**config.mk**
```make
export PLATFORM = sky130hd
export DESIGN_NAME = note_highway
export DESIGN_NICKNAME = d
export VERILOG_FILES = /design/src/rtl/note_pkg.sv /design/src/rtl/note_tick_gen.sv /design/src/rtl/note_highway.sv
export SDC_FILE = /design/constraint.sdc
export NUM_CORES = 1
export LEC_CHECK = 0
export CAP_MARGIN = 40
export CORE_ASPECT_RATIO = 1.4
export CORE_MARGIN = 1
export CORE_UTILIZATION = 35
export DETAILED_ROUTE_END_ITERATION = 10
export SETUP_SLACK_MARGIN = 0.15
export SLEW_MARGIN = 40
export SYNTH_ARGS = -nofsm -noshare
export SYNTH_HDL_FRONTEND = slang
export SYNTH_HIERARCHICAL = 1
export SYNTH_SLANG_ARGS = --single-unit
```
**constraint.sdc**
```tcl
create_clock -name CLOCK_25 -period 8 [get_ports CLOCK_25]
set_clock_uncertainty 0.15 [all_clocks]
set_input_delay 2.4 -clock CLOCK_25 [delete_from_list [all_inputs] [get_ports CLOCK_25]]
set_output_delay 2.4 -clock CLOCK_25 [all_outputs]
set_load 0.05 [all_outputs]
```
**src/rtl/note_pkg.sv**
```systemverilog
// Shared constants, the row entry type and a popcount helper for the note display blocks.
package note_pkg;

  localparam int H_RES_PX   = 640;
  localparam int V_RES_PX   = 480;
  localparam int NOTE_LANES = 4;
  localparam int NOTE_Y_W   = 10;

  // 12-bit RGB colours for lanes 0..3, lane 0 in the low bits.
  localparam logic [47:0] LANE_RGB = {12'h0F0, 12'hFF0, 12'h00F, 12'hF00};

  typedef struct packed {
    logic [NOTE_LANES-1:0] mask;
    logic [NOTE_Y_W-1:0]   y;
  } row_t;

  function automatic logic [4:0] popcount(input logic [NOTE_LANES-1:0] v);
    logic [4:0] n;
    n = '0;
    for (int i = 0; i < NOTE_LANES; i++) n = n + {4'd0, v[i]};
    return n;
  endfunction

endpackage

```
**src/rtl/note_tick_gen.sv**
```systemverilog
// Free-running divider: tick is high for the one cycle in which the count sits at TICK_DIV-1.
module note_tick_gen #(
  parameter int TICK_DIV = 800000
) (
  input  logic CLOCK_25,
  input  logic reset_n,
  output logic tick
);

  localparam int            CW   = (TICK_DIV > 1) ? $clog2(TICK_DIV) : 1;
  localparam logic [CW-1:0] LAST = CW'(TICK_DIV - 1);

  logic [CW-1:0] cnt_q, cnt_d;

  always_comb begin
    tick  = (cnt_q == LAST);
    cnt_d = tick ? '0 : cnt_q + CW'(1);
  end

  always_ff @(posedge CLOCK_25 or negedge reset_n) begin
    if (!reset_n) cnt_q <= '0;
    else          cnt_q <= cnt_d;
  end

endmodule

```
**src/rtl/note_highway.sv**
```systemverilog
// Scrolling note-row buffer: push, tick-driven movement, hit/miss resolution and sprite query.
// Optional score/misses counters are built when NOTE_HIGHWAY_SCORE_EN is defined.
module note_highway
  import note_pkg::*;
#(
  parameter int LANES    = 4,
  parameter int DEPTH    = 8,
  parameter int H_RES    = H_RES_PX,
  parameter int Y_W      = 10,
  parameter int SPAWN_Y  = 479,
  parameter int EXIT_Y   = 8,
  parameter int HIT_Y    = 40,
  parameter int HIT_WIN  = 6,
  parameter int HALF_H   = 8,
  parameter int SPEED    = 1,
  parameter int TICK_DIV = 800000
) (
  input  logic                     CLOCK_25,
  input  logic                     reset_n,
  input  logic                     push_valid,
  input  logic [LANES-1:0]         push_mask,
  output logic                     push_ready,
  input  logic [LANES-1:0]         press,
  input  logic [9:0]               next_x,
  input  logic [Y_W-1:0]           next_y,
  output logic [LANES-1:0]         sprite_pattern,
  output logic [LANES-1:0]         hit_pulse,
  output logic                     miss_pulse,
  output logic [$clog2(DEPTH):0]   row_count
`ifdef NOTE_HIGHWAY_SCORE_EN
  ,
  output logic [15:0]              score,
  output logic [15:0]              misses
`endif
);

  localparam int             AW       = $clog2(DEPTH);
  localparam int             LANE_W   = H_RES / LANES;
  localparam logic [AW:0]    CNT_FULL = (AW+1)'(DEPTH);
  localparam logic [Y_W-1:0] SPAWN_V  = Y_W'(SPAWN_Y);
  localparam logic [Y_W-1:0] EXIT_V   = Y_W'(EXIT_Y);
  localparam logic [Y_W-1:0] WIN_LO   = Y_W'(HIT_Y - HIT_WIN);
  localparam logic [Y_W-1:0] WIN_HI   = Y_W'(HIT_Y + HIT_WIN);
  localparam logic [Y_W-1:0] SPD      = Y_W'(SPEED);
  localparam logic [Y_W:0]   HALF_W1  = (Y_W+1)'(HALF_H);

  // The exit line must sit below the hit window so a retiring row can never also be hit.
  if (EXIT_Y < SPEED || EXIT_Y >= HIT_Y - HIT_WIN) begin : g_bad_exit
    $error("note_highway: EXIT_Y must satisfy SPEED <= EXIT_Y < HIT_Y - HIT_WIN");
  end
  if (DEPTH < 2 || (1 << AW) != DEPTH) begin : g_bad_depth
    $error("note_highway: DEPTH must be a power of two >= 2");
  end
  if (LANES != NOTE_LANES || Y_W != NOTE_Y_W) begin : g_bad_row
    $error("note_highway: LANES/Y_W must match the shared row_t layout");
  end

  row_t             rows_q [DEPTH];
  row_t             rows_d [DEPTH];
  logic [AW-1:0]    head_q, head_d, tail_q, tail_d, hit_slot;
  logic [AW:0]      count_q, count_d;
  logic [DEPTH-1:0] valid;
  logic [LANES-1:0] hit_q, hit_d, retire_mask;
  logic             miss_q, miss_d, tick, retire, push_fire, hit_found;

  note_tick_gen #(.TICK_DIV(TICK_DIV)) u_tick (
    .CLOCK_25 (CLOCK_25),
    .reset_n  (reset_n),
    .tick     (tick)
  );

  // push handshake: a row transfers on any edge where push_valid && push_ready; ready depends only on the held count.
  assign push_ready     = (count_q != CNT_FULL);
  assign row_count      = count_q;
  assign hit_pulse      = hit_q;
  assign miss_pulse     = miss_q;

  always_comb begin
    for (int i = 0; i < DEPTH; i++) valid[i] = ({1'b0, AW'(i) - head_q} < count_q);
  end

  always_comb begin
    sprite_pattern = '0;
    for (int i = 0; i < DEPTH; i++) begin
      for (int l = 0; l < LANES; l++) begin
        if (valid[i] && rows_q[i].mask[l]
            && int'(next_x) >= l * LANE_W && int'(next_x) < (l + 1) * LANE_W
            && ({1'b0, next_y} + HALF_W1 >= {1'b0, rows_q[i].y})
            && ({1'b0, next_y} < {1'b0, rows_q[i].y} + HALF_W1))
          sprite_pattern[l] = 1'b1;
      end
    end
  end

  always_comb begin
    rows_d    = rows_q;
    hit_d     = '0;
    hit_found = 1'b0;
    hit_slot  = '0;
    for (int l = 0; l < LANES; l++) begin
      hit_found = 1'b0;
      hit_slot  = '0;
      // Scan newest to oldest so the last match written is the oldest row.
      for (int k = DEPTH - 1; k >= 0; k--) begin
        if (press[l] && ({1'b0, AW'(k)} < count_q)
            && rows_q[head_q + AW'(k)].mask[l]
            && rows_q[head_q + AW'(k)].y >= WIN_LO
            && rows_q[head_q + AW'(k)].y <= WIN_HI) begin
          hit_found = 1'b1;
          hit_slot  = head_q + AW'(k);
        end
      end
      if (hit_found) begin
        rows_d[hit_slot].mask[l] = 1'b0;
        hit_d[l]                 = 1'b1;
      end
    end

    retire      = tick && (count_q != '0) && (rows_q[head_q].y <= EXIT_V);
    retire_mask = retire ? rows_d[head_q].mask : '0;
    miss_d      = |retire_mask;
    if (tick) begin
      for (int i = 0; i < DEPTH; i++) begin
        if (valid[i] && !(retire && (AW'(i) == head_q)))
          rows_d[i].y = rows_q[i].y - SPD;
      end
    end
    if (retire) rows_d[head_q].mask = '0;

    // The tail slot is never valid while ready, so the new row is written unmoved.
    push_fire = push_valid && push_ready;
    if (push_fire) begin
      rows_d[tail_q].mask = push_mask;
      rows_d[tail_q].y    = SPAWN_V;
    end
    head_d  = head_q + AW'(retire);
    tail_d  = tail_q + AW'(push_fire);
    count_d = count_q + (AW+1)'(push_fire) - (AW+1)'(retire);
  end

  always_ff @(posedge CLOCK_25 or negedge reset_n) begin
    if (!reset_n) begin
      for (int i = 0; i < DEPTH; i++) rows_q[i] <= '0;
      head_q  <= '0;
      tail_q  <= '0;
      count_q <= '0;
      hit_q   <= '0;
      miss_q  <= 1'b0;
    end else begin
      rows_q  <= rows_d;
      head_q  <= head_d;
      tail_q  <= tail_d;
      count_q <= count_d;
      hit_q   <= hit_d;
      miss_q  <= miss_d;
    end
  end

`ifdef NOTE_HIGHWAY_SCORE_EN
  logic [15:0] score_q, score_d, misses_q, misses_d;

  function automatic logic [15:0] sat_add(input logic [15:0] a, input logic [4:0] b);
    logic [16:0] s;
    s = {1'b0, a} + {12'd0, b};
    return s[16] ? 16'hFFFF : s[15:0];
  endfunction

  always_comb begin
    score_d  = sat_add(score_q, popcount(hit_d));
    misses_d = sat_add(misses_q, popcount(retire_mask));
  end

  always_ff @(posedge CLOCK_25 or negedge reset_n) begin
    if (!reset_n) begin
      score_q  <= '0;
      misses_q <= '0;
    end else begin
      score_q  <= score_d;
      misses_q <= misses_d;
    end
  end

  assign score  = score_q;
  assign misses = misses_q;
`endif

endmodule

```
# Yosys cells after proc, flatten, opt, wreduce, memory -nomap -nowiden
# Index checks and enable logic that the tools add are counted.
[totals] reg_bits=147 inputBits=31 output_inout_bits=14 wordCells=644
[classes] add_sub_neg=37 n_lt_le_gt_ge=75 n_eq_ne=9 n_mux=172 bitwise=13 n_reduce_logical=316
[ops] operator="112-bit bitwise mux" count=7
[ops] operator="112-bit two-way mux" count=6
[ops] operator="14-bit binary-select mux with 3-bit select" count=9
[ops] operator="1-bit logical AND" count=305
[ops] operator="14-bit demux with 3-bit select" count=7
[ops] operator="14-bit two-way mux" count=21
[ops] operator="10-bit two-way mux" count=17
[ops] operator="10-bit by 4-bit adder with 11-bit output (second input constant)" count=9
[ops] operator="3-bit two-way mux" count=32
[ops] operator="11-bit by 10-bit >= comparator with 1-bit output" count=8
[ops] operator="10-bit by 11-bit < comparator with 1-bit output" count=8
[ops] operator="10-bit by 6-bit >= comparator with 1-bit output (second input constant)" count=8
[ops] operator="10-bit by 6-bit less-or-equal comparator with 1-bit output (second input constant)" count=8
[ops] operator="10-bit by 1-bit subtractor with 10-bit output (second input constant)" count=8
[ops] operator="1-bit two-way mux" count=68
[ops] operator="4-bit >= comparator (second input constant)" count=13
[ops] operator="3-bit inverter with 4-bit output" count=13
[ops] operator="3-bit by 4-bit < comparator with 1-bit output" count=8
[ops] operator="4-bit by 1-bit < comparator with 1-bit output (second input constant)" count=6
[ops] operator="20-bit by 1-bit adder with 20-bit output (second input constant)" count=1
[ops] operator="20-bit equality test (second input constant)" count=1
[ops] operator="10-bit by 9-bit >= comparator with 1-bit output (second input constant)" count=2
[ops] operator="10-bit by 9-bit < comparator with 1-bit output (second input constant)" count=2
[ops] operator="20-bit two-way mux" count=1
[ops] operator="other kinds (28)" count=54

# Depth between registers and ports, before layout
[logic_depth] depth_word=36 mapped_depth=23 depth_no_buf=16

# Cells and area by module
# Netlist, hierarchy kept.
[by_module_without_submodules] module="note_highway" n_inst=1 cells_each=1917 area_each_um2=16763.6
[by_module_without_submodules] module="note_tick_gen" n_inst=1 cells_each=92 area_each_um2=935.9

# Worst setup path before layout
# Ideal clock, no wire load.
[synth_timing] path_type="input to output" start="in next_y[1]" end="out sprite_pattern[3]" arrival_time_ns=5.541 t_required_ns=5.450 slack_ns=-0.091 cell_stages=14 path_buffers=0 cell_sequence="ha_1 > nor2b_1 > o21a_1 > o21ai_0 > a21boi_0 > o21a_1 > o21a_1 > o21a_1 > o21a_1 > o21a_1 > o32a_1 > a311oi_1 > a22oi_1 > a41oi_1"
[synth_between] elab_chain_cells=12 word_cells_on_any_way=41 classes_between="1 x add/sub; 16 x order compare; 8 x mux; 16 x reduce/logical"
[synth_rtl] element="start, declared" line_no="note_highway.sv:25" source="input logic [Y_W-1:0] next_y,"
[synth_rtl] element="10-bit by 4-bit adder with 11-bit output" line_no="note_highway.sv:88" source="&& ({1'b0, next_y} + HALF_W1 >= {1'b0, rows_q[i].y})"
[synth_rtl] element="11-bit by 10-bit >= comparator with 1-bit output" line_no="note_highway.sv:88"
[synth_rtl] element="1-bit logical AND" line_no="note_highway.sv:88"
[synth_rtl] element="1-bit logical AND" line_no="note_highway.sv:89" source="&& ({1'b0, next_y} < {1'b0, rows_q[i].y} + HALF_W1))"
[synth_rtl] element="1-bit two-way mux (7 in a row)" line_no="note_highway.sv:86" source="if (valid[i] && rows_q[i].mask[l]"
[synth_rtl] element="1-bit two-way mux (*)" line_no="note_highway.sv:86"
[synth_rtl] element="end, declared" line_no="note_highway.sv:26" source="output logic [LANES-1:0] sprite_pattern,"
# Every way passes the cells marked *; elsewhere a longest branch is shown, timed or not.

# Worst setup path in the final report
[layout_timing] start="in next_y[1]" end="out sprite_pattern[0]"
# The elaborated chain is that of the path after synthesis.

==> qor.txt <==
Hold WC Path Type = reg2reg
fmax = 0.1227 GHz
part of the cycle the worst path needs = 101.9%
synth unique cells = 100
total power = 3.933 mW
Post-synth EDFFs = 0
CP arrival = 5.60 ns
Worst Tran Pin Value = 0.8623 ns
Final Worst Setup Slack = -0.1531 ns
Setup crit end kind = output port
Worst slew margin = 42.30%
layout filler cell count = 4977
Root Driver = clkbuf_16
initial antenna violation count = 0
Initial Util = 35.40%
row cnt = 97
Syn Std Cell Area = 17700 um^2
Max clock buf depth = 2
endpoints failing setup = 4
Yosys top cell area share = 20.78%
WP buf/inv = 6
RSZ-0062 raised after global routing = yes
Num CTS Buffers = 17
GRT Total Usage = 27.71%
CP cell instances = buf_6 -> buf_12 -> buf_12 -> ha_4 -> nor2b_4 -> o21a_1 -> o21ai_2 -> buf_4 -> a21boi_2 -> o21a_1 -> o21a_1 -> o21a_1 -> o21a_1 -> o21a_1 -> o32a_4 -> buf_6 -> nor3b_2 -> a2111o_1 -> o311a_1 -> buf_6
via count = 17247
NumNets Final = 2291
CP max-delay cell = o32a_4
Synth warnings = 6
crit path max fanout = 6
P per Cell Area = 192.1 nW/um^2
Detail Route Antenna Nets = 0
HP Start = u_tick/cnt_q[0]$_DFF_PN0_
Final Critical Period = 8.153 ns
reg2reg start = head_q[2]$_DFF_PN0_
Most used DFF post-synth = dfrtp_1
die area = 51490 um^2
hold endpoint = u_tick/cnt_q[0]$_DFF_PN0_
ys async rst share = 100.0%
multi-input logic area = 13560 um^2
I/O Pins = 45
H-tree Lvls = 4
routability cong. = 1.029
clock-pin slew on the worst setup and hold paths = 0.06 ns
commonest non-fill, non-tap cell in the layout = nand2_1
I/O Buffers = 39
# hold bufs at CTS = 0
Crit path max-delay family = compound AO/OA/AOI/OAI gates
largest net degree at the start of global routing = 93
DPL Wire Length = 55.56 mm
initial drt markers = 1646
worst reg2reg setup slack = 1.69 ns
pre-CTS WS = -1.318 ns
M1 GR Usage = 29.90%
first-pass GRT wire length = 105.3 mm
Post-DP Area = 19200 um^2
Sequential Area = 3686 um^2
Most Frequent Cell on Critical Path = o21a_1
highest cell delay on the worst timing path = 0.23 ns
status = finished with violations
Gate Count Post-Synth = 2009
failing checks = setup timing
GR Util met3 = 5.119%
Worst setup SP type = input port
met2 Use GR = 47.59%
global route overflow = 0
Peak VDD IR = 139.1 uV
die width = 192.1 um
share of cells above drive strength 1 = 16.23%
Num Clock Sinks = 147
Final Hold Fails = 0
core area = 50000 um^2
max cap viols = 0
vias per cell = 6.343
Worst Hold Path Cells = 1
Syn-to-layout area delta = 15.69%
Worst R2R End = miss_pulse$_DFF_PN0_
Synth area leader = dfrtp_1
top post-synthesis cells by area = dfrtp_1 (21%), ha_1 (14%), mux4_2 (11%)
grt peak-use layer = met2
final instance area = 20480 um^2
final hold slack = 0.3310 ns
Syn Nets = 2236
Avg Cell Area, Syn = 8.810 um^2
number of global-route vias before repair = 16890
register area share after synthesis = 20.78%
drt wl/cell = 25.98 um
Worst-Skew Late Latency = 0.46 ns
Vert. Die Dim = 268.1 um
leak pwr = 8.337 nW
Synth Register Bits = 147
max-slew violations = 0
Setup CP Type = in2out
DR pass1 iterations = 6
total wire length = 70.65 mm
worst endpoint required time = 5.45 ns
most frequent cells in the layout = nand2_1 (221), ha_1 (183), dfrtp_1 (143), inv_1 (134), xnor2_1 (99)
TritonCTS clock tree = done
R2R depth = 15
DRC errors left = 0
diode count = 0
routing by layer:
layer / share of wire (%) / up-vias
met2: 49 / 813
met1: 36 / 8485
met3: 6.1 / 268
met5: 0 / -
met4: 8.6 / 0
li1: - / 7681
logic make-up after synthesis:
group           Yosys count  synth area share (%)
simple gates            671                 19.45
flops                   147                 20.78
mux                     146                 14.42
compound gates          497                 20.07
fa+ha+maj               196                 13.90
xor+xnor                115                 5.691
buf+inv                 237                 5.691
worst max path at each step:
stage / start / end / slack, ns / cells after the start
6_report: next_y[1] / sprite_pattern[0] / -0.15 / 20
5_1_grt: next_y[0] / sprite_pattern[0] / -0.27 / 22
4_1_cts: next_y[1] / sprite_pattern[0] / -0.27 / 19
3_5_place_dp: next_y[1] / sprite_pattern[2] / -1.32 / 19
3_3_place_gp: next_y[1] / sprite_pattern[2] / -1.35 / 19
2_1_floorplan: next_y[1] / sprite_pattern[2] / 0.20 / 14
layout make-up:
class | count | area share [%]
flip-flops and latches | 147 | 18.00
multi-input cells | 1625 | 66.25
clock buffers | 20 | 2.230
inverters | 139 | 2.560
well taps | 643 | 3.929
clock inverters | 11 | 0.5072
repair buffers | 134 | 6.526
synth_stat cells, drive strengths merged, types with 7 or more instances:
cell       n
mux2i     45
a21boi    23
nand4     35
o211ai    12
nor2b     27
nand2    222
a211oi     8
a21o      12
mux2      16
o31a       8
xor2      16
clkbuf    64
o21a      84
inv      138
nor3b     11
nor4      21
or4       15
a31oi     21
or2        7
buf       34
mux4      85
xnor2     99
a21oi     63
nand3     90
o31ai     10
a31o       7
and2      13
ha       195
o21ai     94
and3      25
a22o      18
a311oi    11
and4      14
a22oi     10
o22ai     15
nand2b    18
a41oi     11
a2111oi    7
o32ai      7
o32a       8
dfrtp    147
nor2      82
nor3      45
or3       25
sequential cells by signal (all words and copies together), names as in the netlist:
name	cells
tail_q	3
miss_pulse	1
head_q	3
u_tick/cnt_q	20
row_count	4
rows_q	112
hit_pulse	4
through the flow:
| step | util (%) | std cells | TNS (ns) |
|---|---|---|---|
| 6_report | 40.95 | 2719 | -0.5337 |
| 5_1_grt | 40.95 | 2719 | -0.9967 |
| 4_1_cts | 40.37 | 2714 | -0.7128 |
| 3_5_place_dp | 38.39 | 2672 | -3.981 |
| 3_3_place_gp | 38.33 | 2671 | -3.980 |
| 2_1_floorplan | - | 2009 | 0 |
what timing repair did:
action                                  CTS  global route
gates cloned                              0             0
gates resized for setup                 100            41
hold endpoints to repair                  0             0
endpoints found under the setup margin    4             4
setup buffers                            11             2
pin swaps                                28            38
report_power, final:
group          leakage [nW]  total (mW)  switching, mW  internal (mW)
Clock                 0.273       0.813          0.368          0.445
Combinational          6.43        1.94           1.07          0.867
Sequential             1.63        1.18          0.315          0.867
Total                  8.34        3.93           1.75           2.18
Note: power is estimated with default switching activity, not from simulation.
